==> config.mk <==
export PLATFORM = sky130hd
export DESIGN_NAME = psr_stage
export DESIGN_NICKNAME = d
export VERILOG_FILES = /design/src/rtl/psr_stage.sv
export SDC_FILE = /design/constraint.sdc
export NUM_CORES = 1
export LEC_CHECK = 0
export CELL_PAD_IN_SITES_DETAIL_PLACEMENT = 0
export CELL_PAD_IN_SITES_GLOBAL_PLACEMENT = 1
export CORE_ASPECT_RATIO = 1.2
export CORE_MARGIN = 3
export CORE_UTILIZATION = 33
export DETAILED_ROUTE_END_ITERATION = 6
export GPL_TIMING_DRIVEN = 1
export PLACE_DENSITY_LB_ADDON = 0.08
export SLEW_MARGIN = 40
export SYNTH_ARGS = -nofsm -noshare
export SYNTH_HDL_FRONTEND = slang
export SYNTH_SLANG_ARGS = --single-unit
==> constraint.sdc <==
create_clock -name clk -period 1.7 [get_ports clk]
set_input_delay 0.34 -clock clk [delete_from_list [all_inputs] [get_ports clk]]
set_output_delay 0.34 -clock clk [all_outputs]
set_load 0.02 [all_outputs]
==> src/rtl/psr_stage.sv <==
// psr_stage -- parametrised two-entry pipeline stage register.
//
// Holds up to two payloads between two processor pipeline stages. The LEFT
// entry (_p0) captures from upstream, and the RIGHT entry (_p1) drives out_data.
// While a payload sits in LEFT, any set of its FIELD_W-wide fields can be
// overwritten in place. The overwrite is applied on the same edge that moves
// the entry to RIGHT, or it is kept in LEFT while the entry waits.
//
// Configuration macro: PSR_STALL_CNT_EN
//   defined   -> stall_cnt counts edges with out_valid=1 & out_ready=0 and
//                saturates at 16'hFFFF. Only clr clears it.
//   undefined -> stall_cnt is tied to 16'h0000 and has no counter flops.
//
// Ports
//   clk        in   1      clock, all state updates on posedge
//   clr        in   1      synchronous reset, active-high, overrides all inputs
//   in_data    in   WIDTH  upstream payload
//   in_valid   in   1      upstream has payload
//   in_ready   out  1      stage accepts payload this cycle
//   out_data   out  WIDTH  RIGHT entry payload
//   out_valid  out  1      RIGHT entry holds payload
//   out_ready  in   1      downstream consumes RIGHT this cycle
//   fld_we     in   NF     per-field overwrite enable for the LEFT entry
//   fld_data   in   WIDTH  overwrite data, bit-aligned with the payload
//   flush      in   1      discard both entries
//   stall_cnt  out  16     stall cycle counter
module psr_stage #(
  parameter int WIDTH   = 33,
  parameter int FIELD_W = 8
) (
  input  logic                                 clk,
  input  logic                                 clr,
  input  logic [WIDTH-1:0]                     in_data,
  input  logic                                 in_valid,
  output logic                                 in_ready,
  output logic [WIDTH-1:0]                     out_data,
  output logic                                 out_valid,
  input  logic                                 out_ready,
  input  logic [(WIDTH+FIELD_W-1)/FIELD_W-1:0] fld_we,
  input  logic [WIDTH-1:0]                     fld_data,
  input  logic                                 flush,
  output logic [15:0]                          stall_cnt
);

  localparam int NF = (WIDTH + FIELD_W - 1) / FIELD_W;

  if (WIDTH < 1 || FIELD_W < 1 || FIELD_W > WIDTH) begin : g_bad_cfg
    $error("psr_stage: WIDTH must be >= 1 and FIELD_W must lie in 1..WIDTH");
  end

  function automatic logic [WIDTH-1:0] fld_merge(input logic [WIDTH-1:0] cur,
                                                 input logic [WIDTH-1:0] upd,
                                                 input logic [WIDTH-1:0] mask);
    return (cur & ~mask) | (upd & mask);
  endfunction

  logic [WIDTH-1:0] data_p0;
  logic             vld_p0;
  logic [WIDTH-1:0] data_p1;
  logic             vld_p1;

  logic [WIDTH-1:0] fld_mask;
  logic [WIDTH-1:0] mrg_p0;
  logic             adv;
  logic             take;

  // Expand the per-field enables to a per-bit mask. The last field may be
  // partial, and its mask bits stop at WIDTH-1.
  for (genvar j = 0; j < WIDTH; j++) begin : g_mask
    assign fld_mask[j] = fld_we[j / FIELD_W];
  end

  // fld_we has no visible effect while LEFT is empty, because mrg_p0 is only
  // consumed when vld_p0 is set.
  assign mrg_p0   = fld_merge(data_p0, fld_data, fld_mask);
  assign adv      = vld_p0 & (~vld_p1 | out_ready);
  assign in_ready = ~clr & ~flush & (~vld_p0 | adv);
  assign take     = in_valid & in_ready;

  // Stage boundary: upstream -> LEFT (p0) -> RIGHT (p1)
  always_ff @(posedge clk) begin
    if (clr || flush) begin
      data_p0 <= '0;
      vld_p0  <= 1'b0;
      data_p1 <= '0;
      vld_p1  <= 1'b0;
    end else begin
      if (adv) begin
        data_p1 <= mrg_p0;
        vld_p1  <= 1'b1;
      end else if (out_ready && vld_p1) begin
        vld_p1  <= 1'b0;
      end

      // A newly taken payload never sees fld_data. Only a payload that is
      // waiting in LEFT keeps the overwrite.
      if (take) begin
        data_p0 <= in_data;
        vld_p0  <= 1'b1;
      end else if (adv) begin
        vld_p0  <= 1'b0;
      end else if (vld_p0) begin
        data_p0 <= mrg_p0;
      end
    end
  end

  assign out_data  = data_p1;
  assign out_valid = vld_p1;

`ifdef PSR_STALL_CNT_EN
  function automatic logic [15:0] sat_inc16(input logic [15:0] v);
    return (v == 16'hFFFF) ? v : v + 16'd1;
  endfunction

  logic [15:0] stall_cnt_p1;

  // Flush holds the count. Only clr clears it.
  always_ff @(posedge clk) begin
    if (clr) begin
      stall_cnt_p1 <= 16'h0000;
    end else if (!flush && vld_p1 && !out_ready) begin
      stall_cnt_p1 <= sat_inc16(stall_cnt_p1);
    end
  end

  assign stall_cnt = stall_cnt_p1;
`else
  assign stall_cnt = 16'h0000;
`endif

endmodule

* Word level (Yosys, flattened, before mapping)
Index checks and enable logic that the tools add are counted.
Cells by class: equal/unequal tests 1, muxes and demuxes 7, bitwise gates (word level) 14, reduce and logical (&&, ||, !) cells 6
Operators by type and width (number):
- 33-bit 2-to-1 mux | 3
- 33-bit bitwise AND | 2
- 33-bit inverter | 1
- 33-bit bitwise OR | 1
- 2-bit nonzero test | 3
- 1-bit bitwise AND | 4
- 1-bit 2-to-1 mux | 4
- 1-bit inverter | 4
- 2-bit by 1-bit inequality test with 1-bit output, second input constant | 1
- 1-bit bitwise OR | 2
- 2-bit AND reduction | 1
- 1-bit logical AND | 1
- 1-bit logical OR | 1
Word-level totals: register bits 68

* Logic depth before layout (Yosys ltp)
Gate-level depths: netlist of run 1.
word-level depth 8, gate-level depth with buffers 6, depth with buffers taken out 3

* Least setup slack after synthesis of run 1
OpenSTA, ideal clock, no wires.
kind input port to output port, start input flush, end output in_ready, arrival 1.261 ns, required time 1.360 ns, slack 0.099 ns, stages on the path 4, cell sequence or2_2 clkbuf_1 buf_2 nor2b_1
Between the ends: longest elaborated chain between the ends 3
RTL lines:
- start: declaration | line 41 | input logic flush,
- 1-bit inverter | line 77 | assign in_ready = ~clr & ~flush & (~vld_p0 | adv);
- 1-bit bitwise AND (2 in a row) | line 77
- end: declaration | line 35 | output logic in_ready,
Every way passes these cells.

* Final worst setup path of run 1
Ends and elaborated chain as after synthesis.

==> results.sh, run 1 <==
export IMPL_status="complete, no violations"
export IMPL_post_route_period_util_pct=96.80
export IMPL_rsz0062_at_grt="false"
export IMPL_antenna_cells=0
export IMPL_syn_avg_cell_area_um2=9.666
export IMPL_power_w=0.004173
export IMPL_initial_utilization_pct=34.25
export IMPL_endpoint_kind="primary output"
export IMPL_place_congestion=0.7768
export IMPL_htreeDepth=3
export IMPL_synthCells=360
export IMPL_ys_seq_area_share_pct=39.12
export IMPL_cts_sinks=68
export IMPL_ios=127
export IMPL_die_h_um=118.5
export IMPL_synthFlopType="dfxtp_1"
export IMPL_grt_overflow_total=0
export IMPL_cts_buffers=9
export IMPL_synth_async_reset_ratio_pct=0
export IMPL_ys_ff_latch=68
export IMPL_drtPass1Iterations=4
export IMPL_finalCriticalPeriod_ps=1646
export IMPL_yosysWarnings=0
export IMPL_synth_common_cells="a21oi_1, dfxtp_1, or2_2"
export IMPL_place_worst_setup_slack_ps=-94.55
export IMPL_irDropWorstVdd_uv=495.6
export IMPL_hp_class="in -> reg"
export IMPL_cts_tree="yes"
export IMPL_synth_area_um2=3480
export IMPL_drive_gt1_share_pct=29.30
export IMPL_clk_path_buf_depth=2
export IMPL_finalHoldViolations=0
export IMPL_die_width_um=99.74
export IMPL_synth_top_cells_by_area="dfxtp_1, a211oi_2, mux2_2, a21oi_1, mux2i_1"
export IMPL_grt_use_total_pct=15.91
export IMPL_core_region_area_um2=10160
export IMPL_synth_area_leader_cell="dfxtp_1"
export IMPL_num_rows=40
export IMPL_fin_skew_ps=4.687
export IMPL_grt_pass1_wl_mm=15.07
export IMPL_io_buffers=110
export IMPL_hpwl_mm=6.289
export IMPL_synth_top_area_share_pct=39.12
export IMPL_ant_nets=0
export IMPL_insertion_delay_ps=330
export IMPL_crit_type="in -> out"
export IMPL_wl_per_cell_um=15.12
export IMPL_tns_ps=0
export IMPL_root_buffer="clkbuf_16"
export IMPL_finalMaxSlewViolations=0
export IMPL_fillerInstances=978
export IMPL_critical_path_required_ps=1360
export IMPL_power_density_nw_per_um2=827.8
export IMPL_vias_per_cell=4.739
export IMPL_num_vias=2829
export IMPL_crit_path_start_kind="input port"
export IMPL_nets=542
export IMPL_die_area_um2=11820
export IMPL_syn_to_final_growth_pct=44.88
export IMPL_synth_cell_types=20
export IMPL_first_iter_violations=73
export IMPL_antenna_found_initial=0
export IMPL_grt_max_degree=36
export IMPL_clk_pin_slew_worst_paths_ps=50
export IMPL_setup_viol=0
export IMPL_drc=0
export IMPL_maxCapViolations=0
export IMPL_worstPathArrival_ps=1310
export IMPL_grt_pass1_vias=2943
export IMPL_max_freq_mhz=607.7
export IMPL_synth_edf_count=0
export IMPL_power_leakage_nw=1.883
export IMPL_finalWorstSetupSlack_ps=54.42
export IMPL_critPathMaxFanout=3
export IMPL_wl_mm=9.027
-- where the power goes --
part / total [W] / switching, W / internal [W]
logic: 0.000635 / 0.000284 / 0.000351
registers: 0.00166 / 0.0000226 / 0.00164
clock network: 0.00188 / 0.000672 / 0.00120
total: 0.00417 / 0.000978 / 0.00319
-- per-stage QoR --
stage	instances	hold WS [ps]	instance area, um2	util [%]
final	597	486.4	5041	49.62
after global placement	578	507.5	4710	46.35
after CTS	594	482.6	5012	49.34
after floorplan	375	551.1	3536	-
after global routing	597	505.4	5041	49.62
after detailed placement	578	515.0	4710	46.35
-- critical path, cell delays in order --
cell             delay (ps)
clkdlybuf4s50_1         400
or2_4                   300
nor2b_2                 130
buf_6                   130
-- cell type report --
class | instances | area (um2) | area share [%]
clock buffers | 11 | 252.7 | 5.014
clock inverters | 5 | 50.05 | 0.9928
inverters | 2 | 7.507 | 0.1489
multi-input cells | 254 | 1869 | 37.08
flip-flops and latches | 68 | 1361 | 27.00
well taps | 126 | 157.7 | 3.127
repair buffers | 131 | 1343 | 26.63
-- cell usage in the layout (no fill, tap or decap), types with 2 or more instances in the layout --
| cell | instances |
|---|---|
| buf_4 | 14 |
| or2_2 | 33 |
| inv_1 | 2 |
| buf_12 | 7 |
| clkbuf_16 | 9 |
| mux2_2 | 33 |
| clkbuf_8 | 2 |
| conb_1 | 16 |
| a211oi_1 | 3 |
| a21oi_1 | 68 |
| clkdlybuf4s50_1 | 108 |
| dfxtp_1 | 68 |
| a211oi_2 | 30 |
| clkinv_2 | 4 |
| mux2i_1 | 33 |
| nand2_1 | 33 |
-- registers in the layout, indices dropped and copies added (netlist names) --
signal and cells:
vld_p0 1, out_valid 1, data_p0 33, out_data 33
-- layer usage --
layer  global-route usage, %  routed length (um)  vias to the layer above
met5                       0                   0                        -
li1                        -                   -                     1438
met3                   4.132                 667                        9
met2                   25.46                4166                       89
met4                   5.892                 127                        0
met1                   20.38                4065                     1293
-- worst paths after layout --
path                       to  cells past startpoint  slack (ps)        start
hold reg to reg   out_data[1]                      2         520  out_data[1]
setup reg to reg   data_p0[0]                      5         290       vld_p0
hold / removal         vld_p0                      4         490     in_valid
setup / recovery     in_ready                      4          50        flush
-- kinds of logic (layout without fill, tap and decap cells) --
kind of cell,after synthesis,count (layout),share of synthesized area [%]
flops,68,68,39.12
buf+inv,53,149,8.954
other cells,1,16,0.1078
mux,66,66,20.17
compound gates,101,101,21.22
simple gates,71,71,10.43
-- repair_timing --
| item | 4_1_cts | 5_1_grt |
|---|---|---|
| setup buffers | 0 | 3 |
| gates resized for setup | 0 | 2 |
| endpoints found under the setup margin | 0 | 1 |
| hold buffers | 0 | 0 |
No activity file was read; power rests on OpenSTA's default activity.
==> inputs of run 2 (changes only) <==
ABC_CLOCK_PERIOD_IN_PS = 1700   (was default)
==> results of run 2 <==
The final DEF is identical to that of run 1; final timing and power are the same.
